### src/rtl/dmem_pkg.sv
// Shared types and constants for the data-memory access path.
package dmem_pkg;

  localparam logic [1:0] SZ_BYTE = 2'b00;
  localparam logic [1:0] SZ_HALF = 2'b01;
  localparam logic [1:0] SZ_WORD = 2'b10;

  localparam int TIMEOUT_DEFAULT = 255;

  typedef enum logic [1:0] {
    ST_IDLE   = 2'b00,
    ST_ACCESS = 2'b01,
    ST_DONE   = 2'b10
  } dmem_state_t;

endpackage

### src/rtl/dmem_lane_steer.sv
// Byte-enable / store-lane steering and alignment check for one access.
module dmem_lane_steer
  import dmem_pkg::*;
(
  input  logic [1:0]  size,
  input  logic [1:0]  addr_lo,
  input  logic        we,
  input  logic [31:0] wdata,
  output logic [3:0]  be,
  output logic [31:0] wdata_out,
  output logic        misalign
);

  always_comb begin
    be        = 4'b1111;
    wdata_out = wdata;
    misalign  = 1'b0;
    case (size)
      SZ_BYTE: begin
        be        = 4'b0001 << addr_lo;
        wdata_out = {4{wdata[7:0]}};
      end
      SZ_HALF: begin
        be        = addr_lo[1] ? 4'b1100 : 4'b0011;
        wdata_out = {2{wdata[15:0]}};
        misalign  = addr_lo[0];
      end
      default: misalign = |addr_lo;  // word and the reserved encoding 11
    endcase
    // Loads always fetch the full word; the extender picks the lane later.
    if (!we) be = 4'b1111;
  end

endmodule

### src/rtl/dmem_access_ctrl.sv
// MEM-stage sequencer: req/ack handshake with data memory, pipeline stall,
// load-extender controls, misalign and timeout exceptions.
module dmem_access_ctrl
  import dmem_pkg::*;
#(
  parameter int TIMEOUT = TIMEOUT_DEFAULT,
  parameter int CNT_W   = 16
) (
  input  logic        clk,
  input  logic        rst_n,
  input  logic        mem_valid,
  input  logic        mem_we,
  input  logic [1:0]  mem_size,
  input  logic        mem_sign,
  input  logic [31:0] mem_addr,
  input  logic [31:0] mem_wdata,
  output logic        stall,
  output logic        dm_req,
  output logic        dm_we,
  output logic [31:0] dm_addr,
  output logic [3:0]  dm_be,
  output logic [31:0] dm_wdata,
  input  logic        dm_ack,
  input  logic [31:0] dm_rdata,
  output logic        ld_valid,
  output logic [31:0] ld_data,
  output logic        ld_is_byte,
  output logic        ld_is_half,
  output logic        ld_exsign,
  output logic [1:0]  ld_low_addr,
  output logic        misalign,
  output logic        bus_err
);

  localparam logic [CNT_W-1:0] CNT_LAST = CNT_W'(TIMEOUT - 1);

  dmem_state_t      state_reg;
  logic [CNT_W-1:0] cnt_reg;
  logic             pend_is_byte_reg;
  logic             pend_is_half_reg;
  logic             pend_exsign_reg;
  logic [1:0]       pend_low_addr_reg;

  logic [3:0]  steer_be;
  logic [31:0] steer_wdata;
  logic        steer_misalign;

  dmem_lane_steer u_steer (
    .size      (mem_size),
    .addr_lo   (mem_addr[1:0]),
    .we        (mem_we),
    .wdata     (mem_wdata),
    .be        (steer_be),
    .wdata_out (steer_wdata),
    .misalign  (steer_misalign)
  );

  // The issue cycle must already freeze the pipeline, so stall is combinational.
  assign stall = (state_reg == ST_ACCESS) ||
                 ((state_reg == ST_IDLE) && mem_valid && !steer_misalign);

  always_ff @(posedge clk) begin
    if (!rst_n) begin
      state_reg         <= ST_IDLE;
      cnt_reg           <= '0;
      pend_is_byte_reg  <= 1'b0;
      pend_is_half_reg  <= 1'b0;
      pend_exsign_reg   <= 1'b0;
      pend_low_addr_reg <= 2'b00;
      dm_req            <= 1'b0;
      dm_we             <= 1'b0;
      dm_addr           <= '0;
      dm_be             <= '0;
      dm_wdata          <= '0;
      ld_valid          <= 1'b0;
      ld_data           <= '0;
      ld_is_byte        <= 1'b0;
      ld_is_half        <= 1'b0;
      ld_exsign         <= 1'b0;
      ld_low_addr       <= 2'b00;
      misalign          <= 1'b0;
      bus_err           <= 1'b0;
    end else begin
      misalign <= 1'b0;
      bus_err  <= 1'b0;
      ld_valid <= 1'b0;
      case (state_reg)
        ST_IDLE: begin
          if (mem_valid) begin
            if (steer_misalign) begin
              misalign <= 1'b1;
            end else begin
              dm_req            <= 1'b1;
              dm_we             <= mem_we;
              dm_addr           <= {mem_addr[31:2], 2'b00};
              dm_be             <= steer_be;
              dm_wdata          <= steer_wdata;
              pend_is_byte_reg  <= (mem_size == SZ_BYTE);
              pend_is_half_reg  <= (mem_size == SZ_HALF);
              pend_exsign_reg   <= mem_sign;
              pend_low_addr_reg <= mem_addr[1:0];
              cnt_reg           <= '0;
              state_reg         <= ST_ACCESS;
            end
          end
        end
        ST_ACCESS: begin
          // Ack is checked first so it wins over a simultaneous timeout.
          if (dm_ack) begin
            dm_req <= 1'b0;
            if (!dm_we) begin
              ld_valid    <= 1'b1;
              ld_data     <= dm_rdata;
              ld_is_byte  <= pend_is_byte_reg;
              ld_is_half  <= pend_is_half_reg;
              ld_exsign   <= pend_exsign_reg;
              ld_low_addr <= pend_low_addr_reg;
            end
            state_reg <= ST_DONE;
          end else if (cnt_reg == CNT_LAST) begin
            dm_req    <= 1'b0;
            bus_err   <= 1'b1;
            state_reg <= ST_IDLE;
          end else begin
            cnt_reg <= cnt_reg + 1'b1;
          end
        end
        ST_DONE:  state_reg <= ST_IDLE;
        default:  state_reg <= ST_IDLE;
      endcase
    end
  end

endmodule

### config.mk
export PLATFORM = sky130hd
export DESIGN_NAME = dmem_access_ctrl
export DESIGN_NICKNAME = d
export VERILOG_FILES = /design/src/rtl/dmem_pkg.sv /design/src/rtl/dmem_lane_steer.sv /design/src/rtl/dmem_access_ctrl.sv
export SDC_FILE = /design/constraint.sdc
export NUM_CORES = 1
export LEC_CHECK = 0
export BUFFER_PORTS_ARGS = -buffer_cell sky130_fd_sc_hd__buf_4
export CORE_MARGIN = 2
export CORE_UTILIZATION = 33
export DETAILED_ROUTE_END_ITERATION = 8
export GPL_ROUTABILITY_DRIVEN = 0
export HOLD_SLACK_MARGIN = 0.02
export SYNTH_ARGS = -nofsm -noshare
export SYNTH_HDL_FRONTEND = slang
export SYNTH_HIERARCHICAL = 1
export SYNTH_SLANG_ARGS = --single-unit
### constraint.sdc
create_clock -name clk -period 2.2 [get_ports clk]
set_input_delay 0.11 -clock clk [delete_from_list [all_inputs] [get_ports clk]]
set_output_delay 0.11 -clock clk [all_outputs]
set_load 0.05 [all_outputs]
# Word-level counts from Yosys, hierarchy flattened

Cells that the tools add are included.

Flip-flop bits (word level): 131
Input bits: 104
Logic and storage cells: 72

Add/subtract/negate cells: 1
Equality and inequality tests: 8
Shift-type cells: 1
Multiplexer cells: 23
Bitwise logic cells: 4
Reductions and logical operators: 16

Operator list:

| operator                | number |
|---|---|
| $mux W16                | 4 |
| $pmux W32 S2            | 1 |
| $pmux W16 S2            | 1 |
| $add A16 B1 Y16 const B | 1 |
| $eq A16 B8 Y1 const B   | 1 |
| $reduce_and A3 Y1       | 5 |
| $mux W2                 | 4 |
| $mux W4                 | 2 |
| $ne A2 B2 Y1 const B    | 4 |
| $pmux W4 S2             | 1 |
| $mux W1                 | 7 |
| $reduce_and A5 Y1       | 1 |
| $eq A2 B1 Y1 const B    | 2 |
| $logic_not A2 Y1        | 2 |
| $not A1 Y1              | 4 |
| $pmux W1 S2             | 2 |
| $pmux W2 S2             | 1 |
| $reduce_and A4 Y1       | 1 |
| $shl A1 B2 Y4 const A   | 1 |
| $ne A3 B2 Y1 const B    | 1 |
| $reduce_or A3 Y1        | 1 |
| $logic_and A1 B1 Y1     | 2 |
| $reduce_bool A2 Y1      | 1 |
| $reduce_or A2 Y1        | 1 |
| 2 further kinds         | 2 |

# Depth between registers and ports, before layout

Gate-level depths: netlist of run 1.

Depth in word-level cells: 5
Gate-level depth with buffers: 10
Gate-level depth less buffers: 7

# Hierarchy

The synthesis of run 1 kept the hierarchy.

By module, submodules not included:

| module           | instances | cells each | area an instance (sq um) | seq. area each (sq um) |
|---|---|---|---|---|
| dmem_access_ctrl | 1         | 614        | 5124.9                   | 2622.5 |
| dmem_lane_steer  | 1         | 64         | 504.2                    | 0.0 |

# Least setup slack after synthesis of run 1

OpenSTA, ideal clock, no wires.

Path kind: in2out
Start point: input port mem_size[1]
End point: output port stall
Arrival time: 1.932 ns
Data required time: 2.090 ns
Setup slack: 0.158 ns
Cell stages on the path: 9
Cell sequence: buf_4 > buf_2 > a21oi_1 > nor2_1 > or4b_1 > clkbuf_1 > buf_2 > buf_1 > nand2_1

Cells in the longest elaborated chain, start to end: 5
Elaborated cells between the ends (all ways): 6
Those cells by class: 1 x eq/ne; 1 x mux; 4 x reduce/logical

RTL lines:

| element                                          | line                   | RTL |
|---|---|---|
| start, declared                                  | dmem_access_ctrl.sv:13 | `input logic [1:0] mem_size,` |
| $eq A2 B1 Y1 or $logic_not A2 Y1 (tied branches) | dmem_lane_steer.sv:18  | `case (size)` |
| $pmux W1 S2 *                                    | dmem_lane_steer.sv:18  |  |
| net steer_misalign                               | dmem_access_ctrl.sv:46 | `logic steer_misalign;` |
| $logic_not A1 Y1 *                               | dmem_access_ctrl.sv:60 | `((state_reg == ST_IDLE) && mem_valid && !steer_misalign);` |
| $logic_and A1 B1 Y1 *                            | dmem_access_ctrl.sv:60 |  |
| $logic_or A1 B1 Y1 *                             | dmem_access_ctrl.sv:59 | `assign stall = (state_reg == ST_ACCESS) \|\|` |
| end, declared                                    | dmem_access_ctrl.sv:17 | `output logic stall,` |

The timed path passes the listed nets; every way through them passes the cells marked *.

# Final worst setup path of run 1

Start point: input port mem_addr[0]
End point: output port stall

Cells in the longest elaborated chain, start to end: 5

RTL lines:

| element               | line                   | RTL |
|---|---|---|
| start, declared       | dmem_access_ctrl.sv:15 | `input logic [31:0] mem_addr,` |
| $reduce_or A2 Y1      | dmem_lane_steer.sv:28  | `default: misalign = \|addr_lo;` |
| $pmux W1 S2 *         | dmem_lane_steer.sv:18  |  |
| net steer_misalign    | dmem_access_ctrl.sv:46 |  |
| $logic_not A1 Y1 *    | dmem_access_ctrl.sv:60 |  |
| $logic_and A1 B1 Y1 * | dmem_access_ctrl.sv:60 |  |
| $logic_or A1 B1 Y1 *  | dmem_access_ctrl.sv:59 |  |

Marked as above.

==> summary.txt, run 1 <==
Distinct cells, synth - 46
Hold Crit Endpoint - dm_wdata[28]
Cts bufs inserted - 17
CTS tree - built
Final Max Tran Viols - 0
Largest net degree at the start of global routing - 60
Unrepaired setup endpoints after global routing - false
Sum Neg Setup Slack - 0 ns
Combinational power share - 17.5%
Synthesized flop and latch total - 131
Worst-path clk slew - 0.06 ns
Syn Inst Count - 678
Starting Density - 33.8%
Final setup viols - 0
Hold Violations, Final - 0
Worst-Margin Slew - 0.585 ns
Die height - 135 um
Fraction of registers with async set/reset - 0%
CTS root buf - clkbuf_16
Top-count cell post-synth - nand2_1
Setup Crit Path Kind - in -> out
Antenna-violating nets left - 0
DR vias/cell - 4.62
Crit end category - output port
DRC violations left - 0
Global-route wire length before repair - 26800 um
Cell taking the most area after synthesis - dfxtp_1
Slew margin rel. - 60.7%
Max_cap viols - 0
Total routed wirelength - 17000 um
NetSw - 1.76 mW
F_max - 0.493 GHz
Core footprint - 0.0166 mm2
Drt pass-1 iters - 4
CTS Sinks - 131
Setup slack, reg-to-reg - 0.27 ns
Seq/Total Area, Yosys - 46.6%
DPL Wire Length - 11100 um
Layout cells sized above 1 - 29.2%
Critical hold path startpoint - mem_wdata[28]
DR WL met3 - 1210 um
VDD IR-drop max - 0.000594 V
Hold Path Depth - 5
Sw Share - 26.8%
Worst Skew - 0.0104 ns
Ys flop type - dfxtp_1
Met1 WL - 7580 um
Synth top area cells - dfxtp_1, nand2_1, a21boi_0
Starting DRT DRC Count - 257
ANT cells - 0
Critical path fanouts, max - 7
Minimum clock period - 2.03 ns
WL met2 - 8110 um
Die area - 0.0181 mm2
Cell Count, Final, Fillers Out - 1178
Final net count - 1051
WP data required - 2.09 ns
Outcome - finished, final reports clean
Mapped Avg Cell Area - 8.30 um2
Reg2reg end - cnt_reg[8]
Critical Path AT - 1.92 ns
Commonest cells in the netlist - nand2_1, dfxtp_1, a21boi_0
WL/cell - 14.4 um
CTS HTree Levels - 4
Vias in the first global route - 5202
HP Class - in -> reg
Die width - 135 um
Worst reg2reg path depth - 7
Worst hold slack - 0.0588 ns
Area Overhead vs Synth - 54.7%
Placed Instances - 1070
Synth top area share - 46.6%
Buffers on Ports - 212
CP startpoint kind - input pin
Total I/O pin count - 215
Internal Power - 4.81 mW
Vias - 5446
Yosys warns - 6
Cell area power density - 754 mW/mm2
Clock Power Share - 44.1%
Number of flops mapped to enable cells by yosys - 0
Biggest regs - dm_wdata: 32 flops, ld_data: 32 flops, dm_addr: 30 flops
Leakage - 3.64 nW
Sequential share of power - 38.5%
Row count - 47
CTS Buffer Depth - 2
Initial antenna violation count - 0
Mapped Area - 0.00563 mm2
Final period util - 92.3%
GRT Overall Usage - 18.6%
GR Overflow Total - 0
Worst reg2reg startpoint - cnt_reg[0]
Top sig layer - met4
Clk_lat worst skew - 0.41 ns
==> worst max-delay path, stage by stage <==
cell and delay (ns):
dlygate4sd3_1 0.56, buf_4 0.16, a21oi_1 0.13, nor2_1 0.09, or4b_4 0.54, nand2_1 0.12
buf_4 0.20
==> cell usage in the layout (no fill, tap or decap), drive strengths merged, types with 6 or more instances in the layout <==
master,n
nand2,238
buf,225
dfxtp,131
a21boi,109
dlygate4sd3,76
o21ai,26
clkbuf,23
mux2,16
nor2,16
a21oi,9
mux2i,9
and3,6
nand3,6
==> metal layers <==
layer,GRT usage (%),up-vias
met1,22.8,2494
met2,30.8,159
met4,5.67,0
met5,0,-
met3,6.53,7
li1,-,2786
==> how the worst max path moves through the flow <==
stage / end / slack (ns) / startpoint
finish: stall / 0.17 / mem_addr[0]
detailed placement: cnt_reg[8] / 0.24 / cnt_reg[0]
CTS: stall / 0.17 / mem_addr[0]
floorplan: stall / 0.16 / mem_size[1]
global placement: cnt_reg[8] / 0.26 / cnt_reg[0]
global route: cnt_reg[8] / 0.02 / cnt_reg[0]
==> logic make-up (layout without fill, tap and decap cells) <==
group           after synthesis  in the layout  synth area share [%]
compound gates              158            158                  19.6
xor+xnor                      1              1                 0.156
fa+ha+maj                     2              2                 0.444
buf+inv                      58            337                  5.31
flops                       131            131                  46.6
mux                          25             25                  4.80
other cells                   1              2                0.0666
simple gates                302            302                  23.1
==> layout make-up <==
type,count,area (um2)
Fill cell,1590,7930
Multi-Input combinational cell,490,2730
Tap cell,220,275
Timing Repair Buffer,301,2460
Sequential cell,131,2620
Clock buffer,23,478
Clock inverter,9,128
Inverter,4,15.0
==> power groups by stage <==
stage / combinational [mW] / sequential [mW] / clock, mW
after CTS: 1.15 / 2.53 / 2.97
after floorplan: 0.336 / 2.89 / 0
after global routing: 1.23 / 2.54 / 3.06
after global placement: 1.04 / 2.57 / 0
final: 1.15 / 2.53 / 2.89
after detailed placement: 1.04 / 2.58 / 0
==> per-stage QoR <==
stage / worst slack, ns / utilization, % / power [mW] / cell area (um2)
finish: 0.170 / 52.3 / 6.57 / 8710
global placement: 0.259 / 44.1 / 3.61 / 7340
floorplan: 0.158 / - / 3.22 / 5630
global route: 0.0236 / 52.3 / 6.82 / 8710
detailed placement: 0.235 / 44.1 / 3.62 / 7340
CTS: 0.172 / 52.3 / 6.65 / 8710
==> repair_timing <==
item | CTS | global route
hold buffers | 76 | 0
setup endpoints to repair | 0 | 1
hold endpoints to repair | 78 | 0
buffers inserted | 0 | 0
gates resized for setup | 0 | 1
Power figures use the tool's default switching activity.
==> run 2, diff against run 1 <==
--- a/config.mk
+++ b/config.mk
@@ -11,6 +11,7 @@
 export DETAILED_ROUTE_END_ITERATION = 8
 export GPL_ROUTABILITY_DRIVEN = 0
 export HOLD_SLACK_MARGIN = 0.02
+export RECOVER_POWER = 100
 export SYNTH_ARGS = -nofsm -noshare
 export SYNTH_HDL_FRONTEND = slang
 export SYNTH_HIERARCHICAL = 1
==> constraint.sdc (replaced) <==
create_clock -name clk -period 2.2 [get_ports clk]
set_input_delay 0.11 -clock clk [delete_from_list [all_inputs] [get_ports clk]]
set_output_delay 0.11 -clock clk [all_outputs]
set_load 0.1 [all_outputs]
==> summary.txt, run 2 (same netlist as run 1, synthesis figures left out) <==
Layout filler cell count - 1710
Layout cells sized above 1 - 18.0%
Total I/O pin count - 215
Commonest non-fill, non-tap cell in the layout - nand2_1
Vias in the first global route - 5274
Highest-count cells in the layout ignoring fill and taps - nand2_1, dfxtp_1, buf_4, clkbuf_1, a21boi_0
Drt pass-1 iters - 4
Slew margin rel. - 17.7%
Buffers on Ports - 212
Row count - 47
Largest net degree at the start of global routing - 100
# Post-CTS Setup Buffers - 0
Starting DRT DRC Count - 250
Minimum clock period - 2.10 ns
Core footprint - 0.0166 mm2
VDD IR-drop max - 0.000527 V
F_max - 0.476 GHz
Outcome - finished, final reports clean
CP startpoint kind - register
Sequential share of power - 36.8%
HP Class - in -> reg
PostCTS Resize Cnt - 0
ANT cells - 0
Cell area power density - 825 mW/mm2
Vias - 5493
Worst-Margin Slew - 1.24 ns
WP data required - 2.09 ns
Initial antenna violation count - 0
Cts bufs inserted - 17
WL/cell - 14.3 um
Clock Power Share - 42.4%
Die height - 135 um
Final Max Tran Viols - 0
Leakage - 3.17 nW
DRC violations left - 0
Setup Crit Path Kind - reg -> out
Unrepaired setup endpoints after global routing - false
GRT Overall Usage - 18.8%
Die width - 135 um
DR vias/cell - 4.66
DPL Wire Length - 11000 um
Hold Violations, Final - 0
Internal Power - 4.65 mW
Worst Skew - 0.00828 ns
Critical Path AT - 1.99 ns
Critical path fanouts, max - 41
Area Overhead vs Synth - 47.5%
Antenna-violating nets left - 0
Cell Count, Final, Fillers Out - 1178
CTS root buf - clkbuf_16
Crit end category - output port
Sw Share - 32.1%
Total routed wirelength - 16900 um
Biggest regs - dm_wdata: 32 flops, ld_data: 32 flops, dm_addr: 30 flops
CTS tree - built
Final setup viols - 0
Reg area - 0.00262 mm2
Worst-path clk slew - 0.06 ns
Die area - 0.0181 mm2
Final period util - 95.5%
Multi-input logic area - 0.00272 mm2
Sum Neg Setup Slack - 0 ns
Clk_lat worst skew - 0.42 ns
Combinational power share - 20.8%
CTS Sinks - 131
Final net count - 1051
Global-route wire length before repair - 27100 um
CTS HTree Levels - 4
NetSw - 2.20 mW
Starting Density - 33.8%
GR Overflow Total - 0
CTS Buffer Depth - 2
Placed Instances - 1070
Max_cap viols - 0
==> run 2: changes by cell type in the layout (fill, tap and decap cells not counted), moves of 2 or more <==
cell        change
clkbuf_8        -3
inv_6           +4
clkinvlp_4      +2
buf_4         -113
a21boi_1       -13
a21boi_0       +13
clkbuf_2        +2
clkbuf_1      +107
==> run 2: final timing paths <==
kind                 from         end  slack, ns  cells past startpoint
max          state_reg[1]       stall        0.1                      4
min           mem_addr[1]    dm_be[0]       0.05                      4
max reg2reg    cnt_reg[0]  cnt_reg[8]       0.20                      7
min reg2reg    ld_data[8]  ld_data[8]       0.45                      2
==> run 2: worst max-delay path: stages, from the launching register on <==
cell and delay [ns]:
dfxtp_1 0.34, or4b_4 0.55, buf_4 0.28, nand2_2 0.10, buf_4 0.29
==> run 2: power by group through the flow <==
stage / Clock [mW] / Sequential [mW] / Combinational (mW)
floorplan: 0 / 3.23 / 0.355
global placement: 0 / 2.57 / 1.40
detailed placement: 0 / 2.58 / 1.41
CTS: 2.97 / 2.52 / 1.51
global route: 3.09 / 2.53 / 1.50
finish: 2.90 / 2.52 / 1.43
==> run 2: layer usage <==
layer / routed length (um) / part of all wire [%] / track usage, %
met5: 0 / 0 / 0
met4: 221 / 1.3 / 5.56
met3: 1370 / 8.1 / 7.55
met2: 7830 / 46 / 31.0
met1: 7440 / 44 / 22.7
==> run 2: area by class of cell <==
type / instances / area share [%]
Clock buffer: 17 / 5.13
Multi-Input combinational cell: 490 / 32.8
Clock inverter: 15 / 2.19
Sequential cell: 131 / 31.6
Tap cell: 220 / 3.32
Timing Repair Buffer: 301 / 24.8
Inverter: 4 / 0.181
==> run 2: timing repair <==
action | in CTS | in global routing
setup endpoints to repair | 0 | 0
hold buffers | 76 | 0
hold endpoints to repair | 77 | 0
==> run 2: metrics by stage <==
| stage | area, um2 | util (%) | hold slack [ns] | setup slack (ns) | power [mW] |
|---|---|---|---|---|---|
| 5_1_grt | 8300 | 49.9 | 0.0478 | 0.00356 | 7.13 |
| 2_1_floorplan | 5640 | - | 0.189 | 0.105 | 3.58 |
| 3_3_place_gp | 7360 | 44.2 | 0.359 | 0.282 | 3.98 |
| 3_5_place_dp | 7360 | 44.2 | 0.350 | 0.180 | 3.98 |
| 4_1_cts | 8720 | 52.4 | 0.0298 | 0.0609 | 7.01 |
| 6_report | 8300 | 49.9 | 0.0464 | 0.0988 | 6.85 |
==> run 3, diff against run 2 <==
--- a/config.mk
+++ b/config.mk
@@ -6,6 +6,7 @@
 export NUM_CORES = 1
 export LEC_CHECK = 0
 export BUFFER_PORTS_ARGS = -buffer_cell sky130_fd_sc_hd__buf_4
+export CORE_ASPECT_RATIO = 1.2
 export CORE_MARGIN = 2
 export CORE_UTILIZATION = 33
 export DETAILED_ROUTE_END_ITERATION = 8
==> summary.txt, run 3 (same netlist as run 1, synthesis figures left out) <==
Final Max Tran Viols - 0
Slowest CP cell - or4b_2
Setup slack after layout - 0.132 ns
Reg2reg end - pend_is_byte_reg
DPL Wire Length - 10800 um
Cell area power density - 828 mW/mm2
Area Overhead vs Synth - 47.2%
Worst reg2reg startpoint - state_reg[1]
Top delay family on crit path - simple AND/OR/NAND/NOR gates
CTS HTree Levels - 4
Final net count - 1053
Critical Path AT - 1.96 ns
WP data required - 2.09 ns
HP Class - in -> reg
Cell Count, Final, Fillers Out - 1176
Critical hold path startpoint - mem_addr[1]
Worst reg2reg path depth - 5
Worst-path cell chain - or4b_2 -> nand2_2 -> buf_4
CP startpoint kind - register
CTS Buffer Depth - 2
ANT cells - 0
DR vias/cell - 4.62
Overall Power - 6.86 mW
Commonest non-fill, non-tap cell in the layout - nand2_1
Vias - 5438
Sum Neg Setup Slack - 0 ns
# Post-CTS Setup Buffers - 0
Outcome - finished, final reports clean
Crit end category - output port
Worst-Margin Slew - 1.27 ns
F_max - 0.484 GHz
CTS tree - built
Die height - 147 um
Hold Violations, Final - 0
Core footprint - 0.0168 mm2
Highest-count cells in the layout ignoring fill and taps - nand2_1, dfxtp_1, clkbuf_1, buf_4, a21boi_0
Placed Instances - 1068
Crit-path max cell delay - 0.79 ns
GR Overflow Total - 0
Unrepaired setup endpoints after global routing - false
GRT Overall Usage - 17.8%
Max_cap viols - 0
Slew margin rel. - 15.8%
Vias in the first global route - 5215
Row count - 52
Leakage - 3.18 nW
Total routed wirelength - 16300 um
Starting DRT DRC Count - 170
Cts bufs inserted - 17
Setup Crit Path Kind - reg -> out
Core Util, Final - 49.4%
Die area - 0.0181 mm2
CTS Sinks - 131
Setup slack, reg-to-reg - 0.17 ns
Worst Skew - 0.00563 ns
Antenna-violating nets left - 0
Hold Crit Endpoint - dm_be[1]
DRC violations left - 0
Setup slack at placement - 0.254 ns
Critical path fanouts, max - 7
Biggest regs - dm_wdata: 32 flops, ld_data: 32 flops, dm_addr: 30 flops
Starting Density - 33.5%
Total I/O pin count - 215
Buffers on Ports - 212
Clk_lat worst skew - 0.42 ns
Die width - 123 um
CTS root buf - clkbuf_16
Worst-path clk slew - 0.06 ns
Hold Path Depth - 4
Layout cells sized above 1 - 17.8%
Drt pass-1 iters - 4
Largest net degree at the start of global routing - 73
Final period util - 94.0%
Global-route wire length before repair - 25500 um
Minimum clock period - 2.07 ns
WL/cell - 13.9 um
CP bufs+invs - 1
Initial antenna violation count - 0
Final setup viols - 0
VDD IR-drop max - 0.000577 V
run 3: cell count changes in the layout (fill, tap and decap cells not counted), moves of 2 or more:
cell | before | now
clkbuf_1 | 110 | 113
a21boi_0 | 103 | 105
clkinvlp_4 | 5 | 1
buf_4 | 111 | 113
a21boi_1 | 6 | 4
run 3: area by class of cell:
type,instances,area (um2)
Fill cell,1739,8500
Tap cell,216,270
Sequential cell,131,2620
Clock inverter,14,176
Clock buffer,18,429
Inverter,4,15.0
Multi-Input combinational cell,490,2720
Timing Repair Buffer,303,2050
run 3: per-stage QoR:
step / hold slack [ns] / instance area, um2
after CTS: 0.0322 / 8730
after global placement: 0.343 / 7360
after detailed placement: 0.343 / 7360
after floorplan: 0.189 / 5640
after global routing: 0.0733 / 8290
final: 0.0490 / 8290
run 3: timing repair:
action	in CTS	in global routing
hold buffers	76	0
gates resized for setup	0	0
hold endpoints to repair	78	0
run 3: tightest hold or removal path: stages:
cell      delay, ns
buf_4          0.10
o21ai_0        0.09
nand2_1        0.06
a21boi_0       0.06
run 3: worst max-delay path by stage:
stage | startpoint | endpoint | slack (ns) | cells after the start
finish | state_reg[1] | stall | 0.13 | 3
detailed placement | mem_addr[0] | pend_is_byte_reg | 0.25 | 8
CTS | state_reg[1] | stall | 0.07 | 3
floorplan | mem_size[1] | stall | 0.10 | 9
global route | state_reg[1] | pend_is_byte_reg | 0.01 | 5
global placement | mem_addr[0] | pend_is_byte_reg | 0.28 | 8
run 3: power by group:
| group | internal, mW | leakage, nW | switching [mW] | total [mW] |
|---|---|---|---|---|
| clock | 1.80 | 0.297 | 1.12 | 2.92 |
| sequential | 2.47 | 1.06 | 0.0510 | 2.52 |
| combinational | 0.384 | 1.82 | 1.03 | 1.42 |
run 3: per-layer routing:
layer  track usage [%]  vias to the layer above  share of wire (%)
met1              21.4                     2456                 44
li1                  -                     2796                  -
met5                 0                        -                  0
met2              28.7                      159                 47
met3              6.02                       27                6.8
met4              7.50                        0                2.4
